File: src/rtl/cpu_pkg.sv
// Shared pipeline definitions: register-address width, forward-select codes
// and the per-stage destination entry tracked by the scoreboard.
package cpu_pkg;

    localparam int AW = 5;

    localparam logic [1:0] FWD_REG    = 2'd0;
    localparam logic [1:0] FWD_EXALU  = 2'd1;
    localparam logic [1:0] FWD_MEMALU = 2'd2;
    localparam logic [1:0] FWD_MEMLD  = 2'd3;

    typedef struct packed {
        logic          valid;
        logic [AW-1:0] dest;
        logic          wreg;
        logic          m2reg;
    } stage_t;

    // A stage only produces a register value if it writes a non-zero register.
    function automatic logic is_live(stage_t e);
        return e.valid && e.wreg && (e.dest != '0);
    endfunction

endpackage

File: src/rtl/dest_scoreboard_fwd_select.sv
// Forward-select for one decode-stage source operand; the youngest live
// producer (EX before MEM) wins, and EX loads are never forwarded.
module fwd_select
    import cpu_pkg::*;
(
    input  logic [AW-1:0] src_i,
    input  logic          use_i,
    input  stage_t        ex_i,
    input  stage_t        mem_i,
    output logic [1:0]    sel_o
);

    always_comb begin
        sel_o = FWD_REG;
        if (use_i) begin
            if (is_live(ex_i) && (ex_i.dest == src_i) && !ex_i.m2reg) begin
                sel_o = FWD_EXALU;
            end else if (is_live(mem_i) && (mem_i.dest == src_i)) begin
                sel_o = mem_i.m2reg ? FWD_MEMLD : FWD_MEMALU;
            end
        end
    end

endmodule

File: src/rtl/dest_scoreboard.sv
// Destination scoreboard for EX/MEM/WB: load-use stall, forwarding selects,
// register-file write port and a saturating stall-cycle counter.
module dest_scoreboard #(
    parameter int AW    = cpu_pkg::AW,
    parameter int CNT_W = 16
) (
    input  logic             clk,
    input  logic             clrn,
    input  logic             id_valid,
    input  logic [AW-1:0]    id_rs,
    input  logic [AW-1:0]    id_rt,
    input  logic             id_use_rs,
    input  logic             id_use_rt,
    input  logic [AW-1:0]    id_dest,
    input  logic             id_wreg,
    input  logic             id_m2reg,
    input  logic             flush,
    output logic             stall,
    output logic [1:0]       fwda,
    output logic [1:0]       fwdb,
    output logic             wb_we,
    output logic [AW-1:0]    wb_dest,
    output logic [CNT_W-1:0] stall_cnt
);

    import cpu_pkg::*;

    stage_t            ex_q, ex_d;
    stage_t            mem_q;
    stage_t            wb_q;
    logic [CNT_W-1:0]  cnt_q, cnt_d;
    logic              load_use;

    always_comb begin
        load_use = id_valid && !flush && is_live(ex_q) && ex_q.m2reg &&
                   ((id_use_rs && (id_rs == ex_q.dest)) ||
                    (id_use_rt && (id_rt == ex_q.dest)));

        // Bubbles are fully cleared so a squashed instruction leaves no trace.
        ex_d = '0;
        if (id_valid && !load_use && !flush) begin
            ex_d.valid = 1'b1;
            ex_d.dest  = id_dest;
            ex_d.wreg  = id_wreg;
            ex_d.m2reg = id_m2reg;
        end

        cnt_d = cnt_q;
        if (load_use && (cnt_q != '1)) begin
            cnt_d = cnt_q + 1'b1;
        end
    end

    always_ff @(posedge clk) begin
        if (!clrn) begin
            ex_q  <= '0;
            mem_q <= '0;
            wb_q  <= '0;
            cnt_q <= '0;
        end else begin
            ex_q  <= ex_d;
            mem_q <= ex_q;
            wb_q  <= mem_q;
            cnt_q <= cnt_d;
        end
    end

    fwd_select u_fwd_rs (
        .src_i (id_rs),
        .use_i (id_valid && id_use_rs),
        .ex_i  (ex_q),
        .mem_i (mem_q),
        .sel_o (fwda)
    );

    fwd_select u_fwd_rt (
        .src_i (id_rt),
        .use_i (id_valid && id_use_rt),
        .ex_i  (ex_q),
        .mem_i (mem_q),
        .sel_o (fwdb)
    );

    assign stall     = load_use;
    assign wb_we     = is_live(wb_q);
    assign wb_dest   = wb_q.dest;
    assign stall_cnt = cnt_q;

endmodule

File: config.mk
export PLATFORM = sky130hd
export DESIGN_NAME = dest_scoreboard
export DESIGN_NICKNAME = d
export VERILOG_FILES = /design/src/rtl/cpu_pkg.sv /design/src/rtl/dest_scoreboard_fwd_select.sv /design/src/rtl/dest_scoreboard.sv
export SDC_FILE = /design/constraint.sdc
export NUM_CORES = 1
export LEC_CHECK = 0
export CELL_PAD_IN_SITES_DETAIL_PLACEMENT = 1
export CELL_PAD_IN_SITES_GLOBAL_PLACEMENT = 2
export CORE_MARGIN = 1.5
export CORE_UTILIZATION = 28
export CTS_CLUSTER_DIAMETER = 150
export CTS_CLUSTER_SIZE = 14
export DETAILED_ROUTE_END_ITERATION = 8
export GPL_TIMING_DRIVEN = 0
export PLACE_DENSITY = 0.87
export SLEW_MARGIN = 20
export SYNTH_ARGS = -nofsm -noshare
export SYNTH_HDL_FRONTEND = slang
export SYNTH_SLANG_ARGS = --single-unit
File: constraint.sdc
create_clock -name clk -period 2.3 [get_ports clk]
set_input_delay 0.46 -clock clk [delete_from_list [all_inputs] [get_ports clk]]
set_output_delay 0.46 -clock clk [all_outputs]
set_load 0.1 [all_outputs]
[Word level (Yosys, flattened, before mapping)]
Index checks and enable logic that the tools add are counted.
Storage, ports and cells
  bits in read-only memories: 0
  memories: 0
  bits in latches: 0
  input port bits: 23
  flip-flop bits (word level): 39
  output and inout bits: 27
  RAM bits: 0
Cells by class
  bitwise operators: 0
  reductions and logical operators: 31
  $mul: 0
  shift-type cells: 0
  multiplexer cells: 8
  equality and inequality tests: 7
  add/sub/neg operators: 1
  divide/modulo/power cells: 0
  $lt $le $gt $ge: 0
Operator list (number)
  5-bit == test: 6
  1-bit logical AND: 23
  16-bit by 1-bit adder with 16-bit output (second input constant): 1
  16-bit != test (second input constant): 1
  5-bit nonzero test: 3
  2-bit 2-to-1 mux: 6
  8-bit 2-to-1 mux: 1
  1-bit zero test: 3
  2-bit AND reduction: 1
  1-bit logical OR: 1
  1-bit 2-to-1 mux: 1

[Longest topological paths before layout]
Gate-level depths: netlist of run 1.
  word-level depth: 9
  mapped depth: 8
  depth with buffers taken out: 7

[By module]
From an unflattened synthesis of run 1, not the netlist that was laid out.
Second synthesis, totals
  cell total of the unflattened synthesis: 234
  area, all modules: 2058.2 um^2
By module, submodules not included
  dest_scoreboard: cells each 184, times used 1, sequential area each 780.7 um^2, area an instance 1705.4 um^2
  fwd_select: cells each 25, times used 2, sequential area each 0.0 um^2, area an instance 176.4 um^2

[Worst setup path after synthesis of run 1]
No wires, ideal clock.
  path type: register to output
  from: register ex_q[5] (netlist name)
  to: output fwdb[0]
  stages on the path, launching flop included: 6
  data required time: 1.840 ns
  path buffers: 0
  slack: -1.547 ns
  data arrival time: 3.387 ns
  cells stage by stage: dfxtp_1 > or4_1 > nor2_1 > or3_1 > or3_1 > o21ai_0
Between the ends
  cells in the longest elaborated chain, start to end: 6
  elaborated cells between the ends (all ways): 7
Ends and longest elaborated chain
  start: declaration: RTL line dest_scoreboard.sv:28  | stage_t ex_q, ex_d;
  start signal: assignment: RTL line dest_scoreboard.sv:56  | ex_q <= '0;
  start signal: assignment: RTL line dest_scoreboard.sv:61  | ex_q <= ex_d;
  5-bit nonzero test: RTL line cpu_pkg.sv:21  | return e.valid && e.wreg && (e.dest != '0);
  1-bit logical AND: RTL line cpu_pkg.sv:21
  1-bit logical AND (*) (2 in series): RTL line dest_scoreboard_fwd_select.sv:16  | if (is_live(ex_i) && (ex_i.dest == src_i) && !ex_i.m2reg) begin
  2-bit 2-to-1 mux (*): RTL line dest_scoreboard_fwd_select.sv:16
  2-bit 2-to-1 mux (*): RTL line dest_scoreboard_fwd_select.sv:15  | if (use_i) begin
  end: declaration: RTL line dest_scoreboard.sv:20  | output logic [1:0] fwdb,
Mark *: on every way between the ends. The rest lies on a longest branch, timed or not.

[Final worst setup path of run 1]
  from: register mem_q[2] (netlist name)
  to: output fwda[0]
Between the ends
  cells in the longest elaborated chain, start to end: 6
  elaborated cells between the ends (all ways): 7
Ends and longest elaborated chain
  start: declaration: RTL line dest_scoreboard.sv:29  | stage_t mem_q;
  start signal: assignment: RTL line dest_scoreboard.sv:62  | mem_q <= ex_q;
  5-bit nonzero test: RTL line cpu_pkg.sv:21
  1-bit logical AND: RTL line cpu_pkg.sv:21
  1-bit logical AND (*): RTL line dest_scoreboard_fwd_select.sv:18  | end else if (is_live(mem_i) && (mem_i.dest == src_i)) begin
  2-bit 2-to-1 mux (*): RTL line dest_scoreboard_fwd_select.sv:18
  2-bit 2-to-1 mux (*): RTL line dest_scoreboard_fwd_select.sv:16
  2-bit 2-to-1 mux (*): RTL line dest_scoreboard_fwd_select.sv:15
  end: declaration: RTL line dest_scoreboard.sv:19  | output logic [1:0] fwda,
Marked as above.

==> results.sh, run 1 <==
export IMPL_worst_ir_drop_vdd_v=0.0002546
export IMPL_cts_hold_buf=0
export IMPL_ff_latch_area_um2=834.6
export IMPL_dieHeight_um=84.98
export IMPL_violations_in_the_final_reports="design-rule violations, negative setup slack"
export IMPL_hold_worst_slack_ns=0.4753
export IMPL_post_synth_net_total=226
export IMPL_crit_path_max_incr_delay_ns=0.52
export IMPL_cts_sink_count=39
export IMPL_cp_start_kind="flip-flop"
export IMPL_grt_setup_unrepaired="true"
export IMPL_drt_wirelength_per_cell_um=16.38
export IMPL_seq_power_share_pct=53.2
export IMPL_synth_cells_most_frequent="sky130_fd_sc_hd__dfxtp_1 (39), sky130_fd_sc_hd__and2_1 (24), sky130_fd_sc_hd__xnor2_1 (20)"
export IMPL_fillerInstances=701
export IMPL_relSlewSlack_pct=35.22
export IMPL_drv_cap=0
export IMPL_critPathTopFamily="simple AND/OR/NAND/NOR gates"
export IMPL_total_i_o_pin_count=50
export IMPL_utilization_pct=45.30
export IMPL_htree_num_levels=2
export IMPL_firstDrtPassIters=6
export IMPL_grt_use_met3_pct=2.918
export IMPL_grtUsageMet2_pct=27.06
export IMPL_detailroute_via_count=1716
export IMPL_synth_top_cell_area_share_pct=41.49
export IMPL_wire_length_of_the_first_global_routing_pass_mm=9.418
export IMPL_internal_power_mw=0.9511
export IMPL_growth_of_design_area_from_synthesis_to_finish_pct=54.59
export IMPL_critPathArrivalTime_ns=1.97
export IMPL_layout_min_cycle_time_ns=2.431
export IMPL_met1_usage_pct=22.01
export IMPL_grt_start_max_net_pins=13
export IMPL_numPortBuffers=49
export IMPL_placement_setup_worst_slack_ns=-1.596
export IMPL_clock_latency_late_sink_ns=0.29
export IMPL_die_area_um2=7222
export IMPL_max_freq_mhz=411.3
export IMPL_drt_wl_total_mm=5.699
export IMPL_timing_max_transition_violations_final=0
export IMPL_critPathBufInv=2
export IMPL_cts_made_buffers=5
export IMPL_globalRoute_totalOverflow=0
export IMPL_p_leak_nw=1.231
export IMPL_antenna_cells_inserted=0
export IMPL_antenna_violating_nets_left=0
export IMPL_finalClockSkew_ns=0.003463
export IMPL_timing_final_ws_setup_ns=-0.1312
export IMPL_hold_violations=0
export IMPL_synth_most_common_cell="sky130_fd_sc_hd__dfxtp_1"
export IMPL_max_clock_path_buffers=2
export IMPL_drt_iter0_drc=86
export IMPL_final_setup_fails=5
export IMPL_report_power_total_mw=1.274
export IMPL_first_global_vias=1851
export IMPL_post_synthesis_cell_type_with_the_largest_combined_area="sky130_fd_sc_hd__dfxtp_1"
export IMPL_timing_worst_setup_path_type="flip-flop to output port"
export IMPL_synth_enable_flop_cells=0
export IMPL_rows=29
export IMPL_ys_top_cells_by_area="sky130_fd_sc_hd__dfxtp_1 (41%), sky130_fd_sc_hd__xnor2_1 (9.3%), sky130_fd_sc_hd__and2_1 (8.0%)"
export IMPL_global_route_peak_usage_layer="met2"
export IMPL_asyncSetResetFlopFracSynth_pct=0
export IMPL_cts_root_buf="sky130_fd_sc_hd__clkbuf_8"
export IMPL_switchingPower_mw=0.3233
export IMPL_detailedPlacementHpwl_mm=3.920
export IMPL_detail_route_drc_violations=4
export IMPL_crit_slowest_cell="sky130_fd_sc_hd__or4_4"
export IMPL_timing_final_crit_share_pct=105.7
export IMPL_synthesis_yosys_warnings=0
export IMPL_cts_clk_slew_worst_paths_ns=0.08
export IMPL_final_layout_size_suffix_gt1_share_pct=35.79
export IMPL_worstMarginPinSlew_ns=0.9686
export IMPL_antenna_violations_before_repair=0
export IMPL_final_nets=294
export IMPL_power_switching_share_pct=25.37
export IMPL_cts_tree="done"
export IMPL_worst_endpoint_required_ns=1.84
export IMPL_holdCritPathClass="flip-flop to flip-flop"
export IMPL_start_util_pct=29.30
export IMPL_type_of_element_capturing_the_critical_path="output port"
export IMPL_status="finished, violations left"
export IMPL_clockPowerShare_pct=36.1
export IMPL_global_route_usage_total_pct=16.49
export IMPL_core_um2=6422
export IMPL_syn_avg_cell_area_um2=9.316
export IMPL_worst_path_max_fanout=2
export IMPL_syn_area_um2=1882
export IMPL_power_per_cell_area_nw_per_um2=438.1
export IMPL_cell_by_cell_listing_of_the_critical_path="or4_4 -> o211ai_1 -> buf_4 -> nor4_4 -> a32o_2 -> buf_12"
export IMPL_multi_input_comb_area_um2=1160
export IMPL_dieWidth_um=84.98
export IMPL_number_of_standard_cells_after_synthesis=202
export IMPL_placer_congestion_estimate=0.8582
export IMPL_dominantRegCellSynth="sky130_fd_sc_hd__dfxtp_1"
export IMPL_netlist_cell_type_count=45
export IMPL_viasPerCell=4.931
export IMPL_combinationalPowerShare_pct=10.8
export IMPL_synth_ff_latch_count=39
export IMPL_sequential_share_of_the_synthesized_area_pct=41.49
per-stage QoR:
step	instance area [um2]	std cells	TNS, ns
2_1_floorplan	1934	202	-0.2341
3_3_place_gp	2521	328	-12.35
3_5_place_dp	2521	328	-14.14
5_1_grt	2909	348	-0.6915
4_1_cts	2840	348	-0.3738
6_report	2909	348	-0.3674
path summary, 6_finish.rpt:
path | start | slack [ns] | to | cells after the start
hold reg to reg | mem_q[7] | 0.48 | wb_q[7] | 1
hold / removal | mem_q[7] | 0.48 | wb_q[7] | 1
setup / recovery | mem_q[2] | -0.13 | fwda[0] | 6
setup reg to reg | stall_cnt[0] | 0.16 | stall_cnt[10] | 8
logic make-up (layout without fill, tap and decap cells):
family | count (synthesis) | after routing | synth area share [%]
flip-flops | 39 | 39 | 41.49
AND/OR/NAND/NOR | 90 | 90 | 28.86
adder cells (fa/ha/maj) | 1 | 1 | 0.6648
buffers and inverters | 14 | 83 | 5.053
AO/OA/AOI/OAI | 36 | 36 | 13.70
XOR/XNOR | 22 | 22 | 10.24
area by class of cell:
type	instances	area share (%)
buffer	10	2.753
clock buffer	6	2.495
clock inverter	2	0.3871
inverter	4	0.6452
multi-input combinational	149	39.87
sequential	39	28.69
tap	77	3.312
timing repair buffer	61	21.85
state kept, by name (all words and copies together), names as in the netlist:
| signal | cells |
|---|---|
| ex_q | 8 |
| mem_q | 8 |
| stall_cnt | 16 |
| wb_dest | 5 |
| wb_q | 2 |
layout by cell type, fill, tap and decap left out, drive strengths merged, types with 2 or more instances in the layout:
cell	n
a21oi	11
nand2	16
xnor2	20
nand3	10
inv	4
xor2	2
or3	10
o21ai	7
nor4	3
dfxtp	39
nor3	6
nor2b	3
dlygate4sd2	19
clkbuf	9
nor2	4
and2	24
o31ai	4
clkdlybuf4s50	16
buf	24
o211ai	2
nand4	5
or4	6
a31oi	2
a311oi	2
dlymetal6s2s	8
repair_timing:
item | 4_1_cts | 5_1_grt
gates resized for setup | 99 | 19
setup buffers | 12 | 0
pin swaps | 11 | 7
endpoints found under the setup margin | 25 | 21
power groups by stage:
| stage | logic (mW) | clock network (mW) | registers, mW |
|---|---|---|---|
| 6_report | 0.137 | 0.460 | 0.678 |
| 5_1_grt | 0.147 | 0.504 | 0.679 |
| 4_1_cts | 0.127 | 0.471 | 0.677 |
| 3_5_place_dp | 0.111 | 0 | 0.699 |
| 3_3_place_gp | 0.108 | 0 | 0.699 |
| 2_1_floorplan | 0.0528 | 0 | 0.696 |
metal layers:
layer  part of all wire [%]  vias to the layer above
li1                       -                      853
met1                     47                      830
met2                     49                       28
met3                    2.4                        5
met4                    1.1                        0
met5                      0                        -
(Power assumes the default switching activity.)
==> run 2, diff against run 1 <==
--- a/config.mk
+++ b/config.mk
@@ -14,6 +14,7 @@
 export DETAILED_ROUTE_END_ITERATION = 8
 export GPL_TIMING_DRIVEN = 0
 export PLACE_DENSITY = 0.87
+export REMOVE_ABC_BUFFERS = 1
 export SLEW_MARGIN = 20
 export SYNTH_ARGS = -nofsm -noshare
 export SYNTH_HDL_FRONTEND = slang
==> results.sh, run 2 (synthesized netlist as in run 1, its figures left out) <==
export IMPL_status="finished, violations left"
export IMPL_violations_in_the_final_reports="design-rule violations, negative setup slack"
export IMPL_mostFrequentLayoutCells="sky130_fd_sc_hd__dfxtp_1 (31), sky130_fd_sc_hd__and2_1 (23), sky130_fd_sc_hd__dlygate4sd2_1 (23)"
export IMPL_dieHeight_um=84.98
export IMPL_numPortBuffers=49
export IMPL_power_per_cell_area_nw_per_um2=483.8
export IMPL_cts_tree="done"
export IMPL_timing_final_crit_share_pct=105.7
export IMPL_core_um2=6422
export IMPL_cts_clk_slew_worst_paths_ns=0.08
export IMPL_holdCritPathClass="flip-flop to flip-flop"
export IMPL_cts_root_buf="sky130_fd_sc_hd__clkbuf_8"
export IMPL_detailedPlacementHpwl_mm=3.681
export IMPL_dieWidth_um=84.98
export IMPL_globalRoute_totalOverflow=0
export IMPL_placement_setup_worst_slack_ns=-1.492
export IMPL_final_layout_size_suffix_gt1_share_pct=31.60
export IMPL_detailroute_via_count=1763
export IMPL_drt_wl_total_mm=5.733
export IMPL_wire_length_of_the_first_global_routing_pass_mm=9.742
export IMPL_type_of_element_capturing_the_critical_path="output port"
export IMPL_clock_latency_late_sink_ns=0.29
export IMPL_layout_min_cycle_time_ns=2.432
export IMPL_finalClockSkew_ns=0.008921
export IMPL_cts_made_buffers=5
export IMPL_antenna_violations_before_repair=0
export IMPL_largest_register_ffs=16
export IMPL_placer_congestion_estimate=0.8205
export IMPL_relSlewSlack_pct=34.65
export IMPL_worst_path_max_fanout=2
export IMPL_worst_ir_drop_vdd_v=0.0002637
export IMPL_max_freq_mhz=411.3
export IMPL_die_area_um2=7222
export IMPL_start_util_pct=29.30
export IMPL_final_nets=292
export IMPL_antenna_violating_nets_left=0
export IMPL_worstMarginPinSlew_ns=0.9772
export IMPL_cts_sink_count=39
export IMPL_cp_start_kind="flip-flop"
export IMPL_max_clock_path_buffers=2
export IMPL_grt_setup_unrepaired="true"
export IMPL_first_global_vias=1900
export IMPL_layout_commonest_cell="sky130_fd_sc_hd__dfxtp_1"
export IMPL_rows=29
export IMPL_p_leak_nw=1.184
export IMPL_drt_wirelength_per_cell_um=16.57
export IMPL_global_route_usage_total_pct=16.80
export IMPL_final_setup_fails=5
export IMPL_timing_max_transition_violations_final=0
export IMPL_worst_endpoint_required_ns=1.84
export IMPL_timing_worst_setup_path_type="flip-flop to output port"
export IMPL_detail_route_drc_violations=2
export IMPL_hold_violations=0
export IMPL_drv_cap=0
export IMPL_drt_iter0_drc=47
export IMPL_total_i_o_pin_count=50
export IMPL_critPathArrivalTime_ns=1.97
export IMPL_firstDrtPassIters=8
export IMPL_grt_start_max_net_pins=21
export IMPL_timing_final_ws_setup_ns=-0.1316
export IMPL_growth_of_design_area_from_synthesis_to_finish_pct=52.86
export IMPL_whs_path_depth=1
export IMPL_htree_num_levels=2
export IMPL_worstRegToRegCells=8
export IMPL_antenna_cells_inserted=0
export IMPL_hold_worst_slack_ns=0.4681
export IMPL_viasPerCell=5.095
[run 2: worst paths after layout]
kind         slack [ns]           end      from
min reg2reg        0.47       wb_q[7]  mem_q[7]
max               -0.13       fwdb[1]   ex_q[2]
min                0.47       wb_q[7]  mem_q[7]
max reg2reg        0.06  stall_cnt[5]   ex_q[2]
[run 2: layer usage]
layer	wire length, um	share of wire, %	vias to the layer above	GRT usage [%]
li1	-	-	853	-
met1	2464	43	873	19.63
met2	3074	54	30	32.40
met3	131	2.3	7	2.432
met4	63	1.1	0	3.130
met5	0	0	-	0
[run 2: cell type report]
cell class | instances | area, um2
flip-flops and latches | 39 | 795.8
repair buffers | 68 | 684.4
inverters | 4 | 15.01
fillers | 729 | 3546
clock inverters | 3 | 43.79
well taps | 77 | 96.34
multi-input cells | 150 | 1172
clock buffers | 5 | 68.82
[run 2: what timing repair did]
action | in CTS | in global routing
pin swaps | 11 | 4
gates resized for setup | 107 | 15
endpoints found under the setup margin | 30 | 16
buffers inserted | 18 | 1
cloned | 1 | 0
endpoints found under the hold margin | 0 | 0
hold buffers | 0 | 0
[run 2: power breakdown]
group	internal (mW)	total (mW)	switching, mW
sequential	0.681	0.688	0.00661
clock	0.323	0.571	0.248
combinational	0.0672	0.133	0.0657
total	1.07	1.39	0.320
[run 2: per-stage QoR]
stage / TNS (ns) / total power [mW] / cell area (um2) / utilization [%] / instances
3_5_place_dp: -14.42 / 0.8124 / 2389 / 37.19 / 318
2_1_floorplan: -8.518 / 0.7506 / 1802 / - / 192
6_report: -0.5546 / 1.392 / 2877 / 44.79 / 346
5_1_grt: -0.8934 / 1.441 / 2877 / 44.79 / 346
3_3_place_gp: -13.45 / 0.8114 / 2389 / 37.19 / 318
4_1_cts: -0.5529 / 1.397 / 2810 / 43.76 / 345
[run 2: critical path, cell delays in order, from the launching register on]
cell and delay [ns]:
sky130_fd_sc_hd__dfxtp_4 0.36, sky130_fd_sc_hd__or4_4 0.14, sky130_fd_sc_hd__nor2_4 0.04, sky130_fd_sc_hd__or3_4 0.39, sky130_fd_sc_hd__or3_4 0.41, sky130_fd_sc_hd__and2_4 0.18
sky130_fd_sc_hd__buf_12 0.16
